**src/rtl/aes_keyexp_nlane.sv**
```systemverilog
// aes_keyexp_nlane
// Computes the next AES key-schedule quartet {w8..w11} from a sliding word
// window, for AES-128 or AES-256 steps selected per request. SubWord goes
// through an external, shared S-box, SBOX_LANES bytes at a time.
//
// Ports
//   clk, rst_n              clock, asynchronous active-low reset
//   in_valid / in_ready     request handshake (in_ready high only when idle)
//   key256                  0 = AES-128 step, 1 = AES-256 step
//   win_in[255:0]           {w0..w7}, w0 in [255:224]
//   rcon_idx_in, use_rcon_in  Rcon index and AES-256 step phase
//   out_valid / out_ready   result handshake, result held until accepted
//   q_out[127:0]            {w8,w9,w10,w11}, w8 in [127:96]
//   rcon_idx_out, use_rcon_out  next-step Rcon index and phase
//   sbox_en                 high while the S-box port is owned
//   sbox_in / sbox_out      S-box request bytes / results, lane k = [8k+7:8k]
module aes_keyexp_nlane #(
    parameter int SBOX_LANES  = 1,
    parameter bit SUPPORT_256 = 1'b1
) (
    input  logic                    clk,
    input  logic                    rst_n,
    input  logic                    in_valid,
    output logic                    in_ready,
    input  logic                    key256,
    input  logic [255:0]            win_in,
    input  logic [3:0]              rcon_idx_in,
    input  logic                    use_rcon_in,
    output logic                    out_valid,
    input  logic                    out_ready,
    output logic [127:0]            q_out,
    output logic [3:0]              rcon_idx_out,
    output logic                    use_rcon_out,
    output logic                    sbox_en,
    output logic [8*SBOX_LANES-1:0] sbox_in,
    input  logic [8*SBOX_LANES-1:0] sbox_out
);

    generate
        if (SBOX_LANES != 1 && SBOX_LANES != 2 && SBOX_LANES != 4) begin : g_bad_lanes
            $error("aes_keyexp_nlane: SBOX_LANES must be 1, 2 or 4");
        end
    endgenerate

    localparam int LW = 8 * SBOX_LANES;
    // Number of issue/capture rounds needed to cover the 4 source bytes.
    localparam int G = (SBOX_LANES == 1) ? 4 : (SBOX_LANES == 2) ? 2 : 1;
    localparam logic [1:0] LAST = 2'(G - 1);

    typedef enum logic [1:0] {S_IDLE, S_ISSUE, S_CAPTURE, S_HOLD} state_t;

    state_t         state_q, state_d;
    logic [127:0]   win_q, win_d;       // w0..w3, all the recurrence needs
    logic [31:0]    src_q, src_d;       // remaining source bytes, next group on top
    logic [31:0]    acc_q, acc_d;       // SubWord accumulator
    logic [1:0]     cnt_q, cnt_d;
    logic           mode_q, mode_d;
    logic [3:0]     idx_q, idx_d;
    logic           use_q, use_d;
    logic [127:0]   res_q, res_d;
    logic [3:0]     ridx_q, ridx_d;
    logic           ruse_q, ruse_d;

    logic           mode_in;
    logic [31:0]    src_word;
    logic [31+LW:0] acc_shift;
    logic [31:0]    sub_word;
    logic [7:0]     rc_byte;
    logic [31:0]    t_word, w8, w9, w10, w11;
    logic           unused_bits;

    function automatic logic [31:0] rot_word(input logic [31:0] w);
        return {w[23:0], w[31:24]};
    endfunction

    function automatic logic [7:0] rcon(input logic [3:0] idx);
        case (idx)
            4'd0:    return 8'h01;
            4'd1:    return 8'h02;
            4'd2:    return 8'h04;
            4'd3:    return 8'h08;
            4'd4:    return 8'h10;
            4'd5:    return 8'h20;
            4'd6:    return 8'h40;
            4'd7:    return 8'h80;
            4'd8:    return 8'h1b;
            4'd9:    return 8'h36;
            default: return 8'h00;
        endcase
    endfunction

    // With SUPPORT_256=0 the mode is constant 0 and the AES-256 paths fold away.
    assign mode_in  = SUPPORT_256 && key256;
    assign src_word = !mode_in       ? rot_word(win_in[159:128]) :
                      use_rcon_in    ? rot_word(win_in[31:0])    : win_in[31:0];

    // Appending the newest group at the bottom keeps the first-issued byte on top.
    assign acc_shift = {acc_q, sbox_out};
    assign sub_word  = acc_shift[31:0];

    assign rc_byte = (mode_q && !use_q) ? 8'h00 : rcon(idx_q);
    assign t_word  = sub_word ^ {rc_byte, 24'h0};
    assign w8      = win_q[127:96] ^ t_word;
    assign w9      = win_q[95:64]  ^ w8;
    assign w10     = win_q[63:32]  ^ w9;
    assign w11     = win_q[31:0]   ^ w10;

    assign unused_bits = ^{win_in[127:32], acc_shift[31+LW:32]};

    always_comb begin
        state_d = state_q;
        win_d   = win_q;
        src_d   = src_q;
        acc_d   = acc_q;
        cnt_d   = cnt_q;
        mode_d  = mode_q;
        idx_d   = idx_q;
        use_d   = use_q;
        res_d   = res_q;
        ridx_d  = ridx_q;
        ruse_d  = ruse_q;
        case (state_q)
            S_IDLE: begin
                if (in_valid) begin
                    win_d   = win_in[255:128];
                    src_d   = src_word;
                    mode_d  = mode_in;
                    idx_d   = rcon_idx_in;
                    use_d   = use_rcon_in;
                    cnt_d   = 2'd0;
                    state_d = S_ISSUE;
                end
            end
            S_ISSUE: begin
                state_d = S_CAPTURE;
            end
            S_CAPTURE: begin
                acc_d = sub_word;
                if (cnt_q == LAST) begin
                    res_d   = {w8, w9, w10, w11};
                    ridx_d  = mode_q ? idx_q + {3'b000, use_q} : idx_q + 4'd1;
                    ruse_d  = mode_q ? ~use_q : 1'b1;
                    state_d = S_HOLD;
                end else begin
                    cnt_d   = cnt_q + 2'd1;
                    src_d   = src_q << LW;
                    state_d = S_ISSUE;
                end
            end
            S_HOLD: begin
                if (out_ready) state_d = S_IDLE;
            end
            default: state_d = S_IDLE;
        endcase
    end

    always_ff @(posedge clk or negedge rst_n) begin
        if (!rst_n) begin
            state_q <= S_IDLE;
            win_q   <= '0;
            src_q   <= '0;
            acc_q   <= '0;
            cnt_q   <= '0;
            mode_q  <= 1'b0;
            idx_q   <= '0;
            use_q   <= 1'b1;
            res_q   <= '0;
            ridx_q  <= '0;
            ruse_q  <= 1'b1;
        end else begin
            state_q <= state_d;
            win_q   <= win_d;
            src_q   <= src_d;
            acc_q   <= acc_d;
            cnt_q   <= cnt_d;
            mode_q  <= mode_d;
            idx_q   <= idx_d;
            use_q   <= use_d;
            res_q   <= res_d;
            ridx_q  <= ridx_d;
            ruse_q  <= ruse_d;
        end
    end

    assign in_ready     = (state_q == S_IDLE);
    assign out_valid    = (state_q == S_HOLD);
    assign sbox_en      = (state_q == S_ISSUE) || (state_q == S_CAPTURE);
    // sbox_in is the top group of a register, so it only changes on a clock edge.
    assign sbox_in      = src_q[31 -: LW];
    assign q_out        = res_q;
    assign rcon_idx_out = ridx_q;
    assign use_rcon_out = ruse_q;

endmodule

```
**config.mk**
```make
export PLATFORM = sky130hd
export DESIGN_NAME = aes_keyexp_nlane
export DESIGN_NICKNAME = d
export VERILOG_FILES = /design/src/rtl/aes_keyexp_nlane.sv
export SDC_FILE = /design/constraint.sdc
export NUM_CORES = 1
export LEC_CHECK = 0
export ABC_AREA = 1
export BUFFER_PORTS_ARGS = -buffer_cell sky130_fd_sc_hd__buf_2
export CAP_MARGIN = 20
export CORE_ASPECT_RATIO = 0.8
export CORE_MARGIN = 4
export CORE_UTILIZATION = 40
export CTS_CLUSTER_SIZE = 8
export DETAILED_ROUTE_END_ITERATION = 10
export GPL_ROUTABILITY_DRIVEN = 0
export PLACE_DENSITY = 0.74
export SLEW_MARGIN = 20
export SYNTH_ARGS = -nofsm -noshare
export SYNTH_HDL_FRONTEND = slang
export SYNTH_SLANG_ARGS = --single-unit
```
**constraint.sdc**
```tcl
create_clock -name clk -period 2 [get_ports clk]
set_input_delay 0.2 -clock clk [delete_from_list [all_inputs] [get_ports clk]]
set_output_delay 0.2 -clock clk [all_outputs]
set_load 0.02 [all_outputs]
```
==> reports/summary.txt, run 1 <==
outcome - finished, final reports clean
initial antenna violation count - 1
DP Wirelength - 33.1 mm
PortBufs - 321
minimum clock period - 1850 ps
skew final - 15.5 ps
DR WL/cell - 18.5 um
Global Route Usage Sum - 0.229
sequential share of power - 0.352
Critical Path Max Stage Delay - 560 ps
Tcrit/Tclk final - 0.926
Hold WS - 38.9 ps
post-CTS setup buffer count - 0
pin count of the biggest net entering global routing - 78
Max-slew headroom - 0.689
Slew @ Worst Pin - 463 ps
asr flop ratio synth - 1.00
root cell of the clock tree - clkbuf_16
PwrDens - 1740 mW/mm^2
commonest cells after routing, fill and taps aside - 325 x dfrtp_1, 320 x buf_2, 314 x nand2_1
Clock Power Share - 0.202
final hold vios - 0
total negative slack - 0 ps
Die X-Extent - 223 um
NumNets Final - 2333
fin. max-slew vios - 0
Crit Path Class - register to register
CP most frequent cell - nand2_1
Post-synth top flop - dfrtp_1
CP arrival - 2270 ps
drt total wl - 47.0 mm
TritonCTS Buffers - 46
Worst Hold Class - input port to register
Worst path slowest cell - dfstp_2
DRT antenna net count - 0
nature of the critical path startpoint - register
area grow syn2layout - 33.3%
sw frac - 0.430
total core area - 0.0361 mm^2
most common cell after layout, fill and taps aside - dfrtp_1
Ys Warns - 0
cell count after synthesis - 1599
Post-synth EDFFs - 0
Via density - 5.12
nature of the critical path endpoint - register
flop-to-flop setup slack - 150 ps
CP Data Required Time - 2420 ps
CTS tree - yes
WHS Path Cells - 3
r2r worst-path depth - 11
clock sinks - 327
Internal - 19400 uW
mean area per synthesized cell - 9.22 um^2
worst skew pair latency - 540 ps
starting DRC count in detailed routing - 1057
Synth cell types - 37
RSZ-0062 raised after global routing - no
I/O pin cnt - 418
maximum vdd ir drop - 0.000877 V
Post-Syn Area - 0.0147 mm^2
Yosys reg bits - 327
DRC viols - 0
vias in the first global route - 13200
Combinational Power Share - 0.446
CP Cell Sequence - inv_1 -> nand2_4 -> nand3_2 -> inv_1 -> nand3b_1 -> nand2_1 -> nand2_1 -> nand3_1 -> nand3b_1 -> nand3_1 -> nand2_1
Seq/Total Area, Yosys - 0.555
hold path start - win_in[158]
die footprint - 0.0400 mm^2
H-tree lvl count - 2
die height - 180 um
Core Rows - 62
Hold EP - win_q[30]$_DFFE_PN0P_
fillers - 3112
Non-Filler Instances - 2542
ratio of cells with drive above 1 in the final layout - 0.241
remaining global-route overflow - 0
Crit Reg-Reg Startpoint - use_q$_DFFE_PN1P_
via count - 13000
R2R Path End - q_out[31]$_DFFE_PN0P_
Initial DRT Pass Iterations - 7
Leak - 0.00999 uW
critical path fanouts, max - 9
switching pwr - 14700 uW
Mapped Nets - 1879
CTS max path bufs - 3
Worst-path clk slew - 50 ps
dpl cells - 2349
final setup violating endpoints - 0
first-pass GRT wire length - 73.6 mm
maximum capacitance violations - 0
Initial Util - 0.408
top achievable clock speed - 540 MHz
## metal layers
layer / GRT usage / up-vias / wire, um
li1: - / 6093 / -
met1: 0.313 / 6253 / 20200
met2: 0.365 / 576 / 21500
met3: 0.0489 / 97 / 3500
met4: 0.0838 / 0 / 1800
met5: 0 / - / 0
## critical path: cells and delay by family (launching register included)
kind                   cells  cell delay, ps
AND/OR/NAND/NOR            9            1030
buffers and inverters      2             150
flip-flops                 1             560
## state kept, by name, summed over array words and instances, names as in the netlist
signal	flops
acc_q	24
cnt_q	2
idx_q	4
mode_q	1
q_out	128
rcon_idx_out	4
src_q	32
state_q	2
use_q	1
use_rcon_out	1
win_q	128
## synthesized netlist by cell type, types with 10 or more instances
master / n / area share
dfrtp_1: 325 / 0.55
nand2_1: 316 / 0.080
o21ai_0: 231 / 0.078
inv_1: 164 / 0.042
nor2_1: 109 / 0.028
nand3_1: 58 / 0.020
mux2_2: 56 / 0.043
a21oi_1: 53 / 0.018
clkbuf_1: 53 / 0.014
xor2_1: 53 / 0.032
xnor2_1: 29 / 0.017
a31oi_1: 25 / 0.011
o221ai_1: 24 / 0.014
buf_2: 13 / 0.0044
buf_1: 12 / 0.0031
buf_4: 10 / 0.0051
## cell type report
class / count / area, um^2 / share of cell area
Clock inverter: 3 / 62.6 / 0.00319
Clock buffer: 53 / 1180 / 0.0600
Multi-Input combinational cell: 1014 / 5560 / 0.283
Inverter: 169 / 634 / 0.0323
Antenna cell: 1 / 2.50 / 0.000127
Timing Repair Buffer: 495 / 3410 / 0.174
Tap cell: 480 / 601 / 0.0306
Sequential cell: 327 / 8190 / 0.417
## per-stage QoR
step	power (uW)	utilization	setup slack [ps]	cell area, um^2
global route	36500	0.543	0.637	19600
floorplan	21400	-	258	14700
global placement	26200	0.471	213	17000
CTS	34100	0.543	121	19600
finish	34100	0.543	149	19600
detailed placement	26800	0.471	167	17000
## cells by family after synthesis
family | Yosys count | share of synthesized area
simple gates | 513 | 0.145
compound gates | 357 | 0.133
flops | 327 | 0.555
buf+inv | 258 | 0.0695
xor+xnor | 82 | 0.0487
mux | 56 | 0.0428
fa+ha+maj | 6 | 0.00509
## how the worst max path moves through the flow
stage,startpoint,end,depth (start not counted)
2_1_floorplan,state_q[0]$_DFFE_PN0P_,idx_q[0]$_DFFE_PN0P_,7
3_3_place_gp,acc_q[15]$_DFFE_PN0P_,q_out[23]$_DFFE_PN0P_,7
3_5_place_dp,state_q[0]$_DFFE_PN0P_,src_q[29]$_DFFE_PN0P_,7
4_1_cts,state_q[0]$_DFFE_PN0P_,src_q[10]$_DFFE_PN0P_,7
5_1_grt,use_q$_DFFE_PN1P_,q_out[31]$_DFFE_PN0P_,11
6_report,use_q$_DFFE_PN1P_,q_out[31]$_DFFE_PN0P_,11
## power groups by stage
stage / logic [uW] / clock network (uW) / registers, uW
after floorplan: 8480 / 0 / 12900
after global placement: 14300 / 0 / 11900
after detailed placement: 14800 / 0 / 12000
after CTS: 15100 / 7040 / 12000
after global routing: 16800 / 7340 / 12300
final: 15200 / 6890 / 12000
## what timing repair did
item,4_1_cts,5_1_grt
gates resized for setup,0,3
hold buffers,136,0
setup endpoints to repair,0,7
hold endpoints to repair,275,0
(Power assumes the default switching activity.)
==> inputs of run 2 (changes only) <==
REMOVE_ABC_BUFFERS = 1   (was default)
==> run 2 against run 1 <==
Register-to-register slack barely moved. Clock skew grew 3.3 ps. Design area rose by 0.96%. Largest cell class unchanged. Highest routed layer is now met5.
==> reports/summary.txt, run 2 (synthesized netlist as in run 1, its figures left out) <==
Crit path max-delay family - simple AND/OR/NAND/NOR gates
Crit Path Class - register to register
critical path fanouts, max - 8
register area - 0.00819 mm^2
PortBufs - 321
minimum clock period - 1840 ps
die footprint - 0.0400 mm^2
Non-Filler Instances - 2558
final hold vios - 0
DP Wirelength - 29.2 mm
design area - 0.0198 mm^2
drt total wl - 43.8 mm
CTS max path bufs - 3
CP Data Required Time - 2420 ps
Initial Util - 0.408
Tcrit/Tclk final - 0.921
CP arrival - 2260 ps
via count - 12800
die height - 180 um
commonest cells after routing, fill and taps aside - 325 x dfrtp_1, 320 x buf_2, 314 x nand2_1
root cell of the clock tree - clkbuf_16
Critical path buffers and inverters - 0
footprint of the multi-input gates - 0.00555 mm^2
WHS Path Cells - 5
Max-slew headroom - 0.572
Via density - 5.02
fin util - 0.548
Die X-Extent - 223 um
most common cell after layout, fill and taps aside - dfrtp_1
fin. max-slew vios - 0
initial antenna violation count - 6
area grow syn2layout - 34.5%
dpl cells - 2353
nature of the critical path startpoint - register
total core area - 0.0361 mm^2
maximum capacitance violations - 0
PwrDens - 1700 mW/mm^2
top achievable clock speed - 543 MHz
fillers - 3090
Critical Path Max Stage Delay - 500 ps
maximum vdd ir drop - 0.000971 V
H-tree lvl count - 2
I/O pin cnt - 418
first-pass GRT wire length - 70.6 mm
TritonCTS Buffers - 47
final worst-path setup slack - 159 ps
dpl cell area - 0.0171 mm^2
Hold WS - 26.4 ps
remaining global-route overflow - 0
nature of the critical path endpoint - register
worst skew pair latency - 540 ps
CP Cell Sequence - nor2_4 -> nor2_1 -> nor2_1 -> nand3_1 -> nand2_1 -> nand2_1 -> nand3_1 -> nand3b_1 -> nand3_1 -> nand2_1
Global Route Usage Sum - 0.216
DRT antenna net count - 0
clock sinks - 327
Initial DRT Pass Iterations - 5
Core Rows - 62
Post-Place Worst Slack - 196 ps
starting DRC count in detailed routing - 795
Worst path slowest cell - dfrtp_1
r2r worst-path depth - 10
outcome - finished, final reports clean
Worst-path clk slew - 50 ps
Leak - 0.0101 uW
DR WL/cell - 17.1 um
post-CTS setup buffer count - 0
Slew @ Worst Pin - 642 ps
vias in the first global route - 13200
CTS tree - yes
Worst Hold Class - input port to register
skew final - 18.8 ps
WP depth - 10
NumNets Final - 2340
final setup violating endpoints - 0
pin count of the biggest net entering global routing - 107
ratio of cells with drive above 1 in the final layout - 0.242
DRC viols - 0
run 2: changes by cell type in the layout (fill, tap and decap cells not counted):
| cell | change |
|---|---|
| buf_12 | +5 |
| clkbuf_1 | +5 |
| clkbuf_16 | +3 |
| diode_2 | +3 |
| clkinv_8 | -2 |
| dlygate4sd3_1 | +2 |
| buf_4 | -1 |
| bufinv_16 | +1 |
| clkbuf_8 | +1 |
| clkinv_16 | -1 |
| xnor2_1 | +1 |
| xnor2_2 | -1 |
run 2: path summary, 6_finish.rpt:
kind,start,to,slack (ps)
worst max-delay path,idx_q[2]$_DFFE_PN0P_,q_out[28]$_DFFE_PN0P_,160
worst min-delay path,win_in[5],src_q[5]$_DFFE_PN0P_,30
worst min register to register,q_out[31]$_DFFE_PN0P_,q_out[31]$_DFFE_PN0P_,480
worst max register to register,idx_q[2]$_DFFE_PN0P_,q_out[28]$_DFFE_PN0P_,160
max in group asynchronous,rst_n,src_q[8]$_DFFE_PN0P_,1000
min in group asynchronous,rst_n,q_out[74]$_DFFE_PN0P_,240
run 2: what timing repair did:
action	CTS	global route
hold buffers	138	0
hold endpoints to repair	193	0
endpoints found under the setup margin	0	1
resized for setup	0	1
run 2: stage by stage:
stage	TNS [ps]	power [uW]
6_report	0	33600
5_1_grt	-19.5	36200
4_1_cts	0	33700
3_5_place_dp	0	26000
3_3_place_gp	0	25400
2_1_floorplan	-889200	21200
run 2: area by class of cell:
class	instances	share of cell area
sequential	327	0.413
antenna	4	0.000505
tap	480	0.0303
clock buffer	62	0.0648
multi-input combinational	1014	0.280
clock inverter	1	0.00151
timing repair buffer	501	0.178
inverter	169	0.0320
run 2: worst min-delay path: cells and delay by family:
kind | cells | cell delay [ps]
AOI/OAI and AO/OA | 3 | 190
buffers and inverters | 1 | 80
and+or+nand+nor | 1 | 50
run 2: per-layer routing:
metal	track usage	wire length (um)	vias up
met5	0	7	-
met4	0.0794	1610	2
met3	0.0429	2810	118
met2	0.353	21000	460
met1	0.287	18400	6145
li1	-	-	6110
run 2: power by group:
part / switching (uW) / leakage, uW / internal [uW]
combinational: 8910 / 0.00549 / 5580
sequential: 2070 / 0.00395 / 9780
clock: 2760 / 0.000639 / 4510
total: 13700 / 0.0101 / 19900
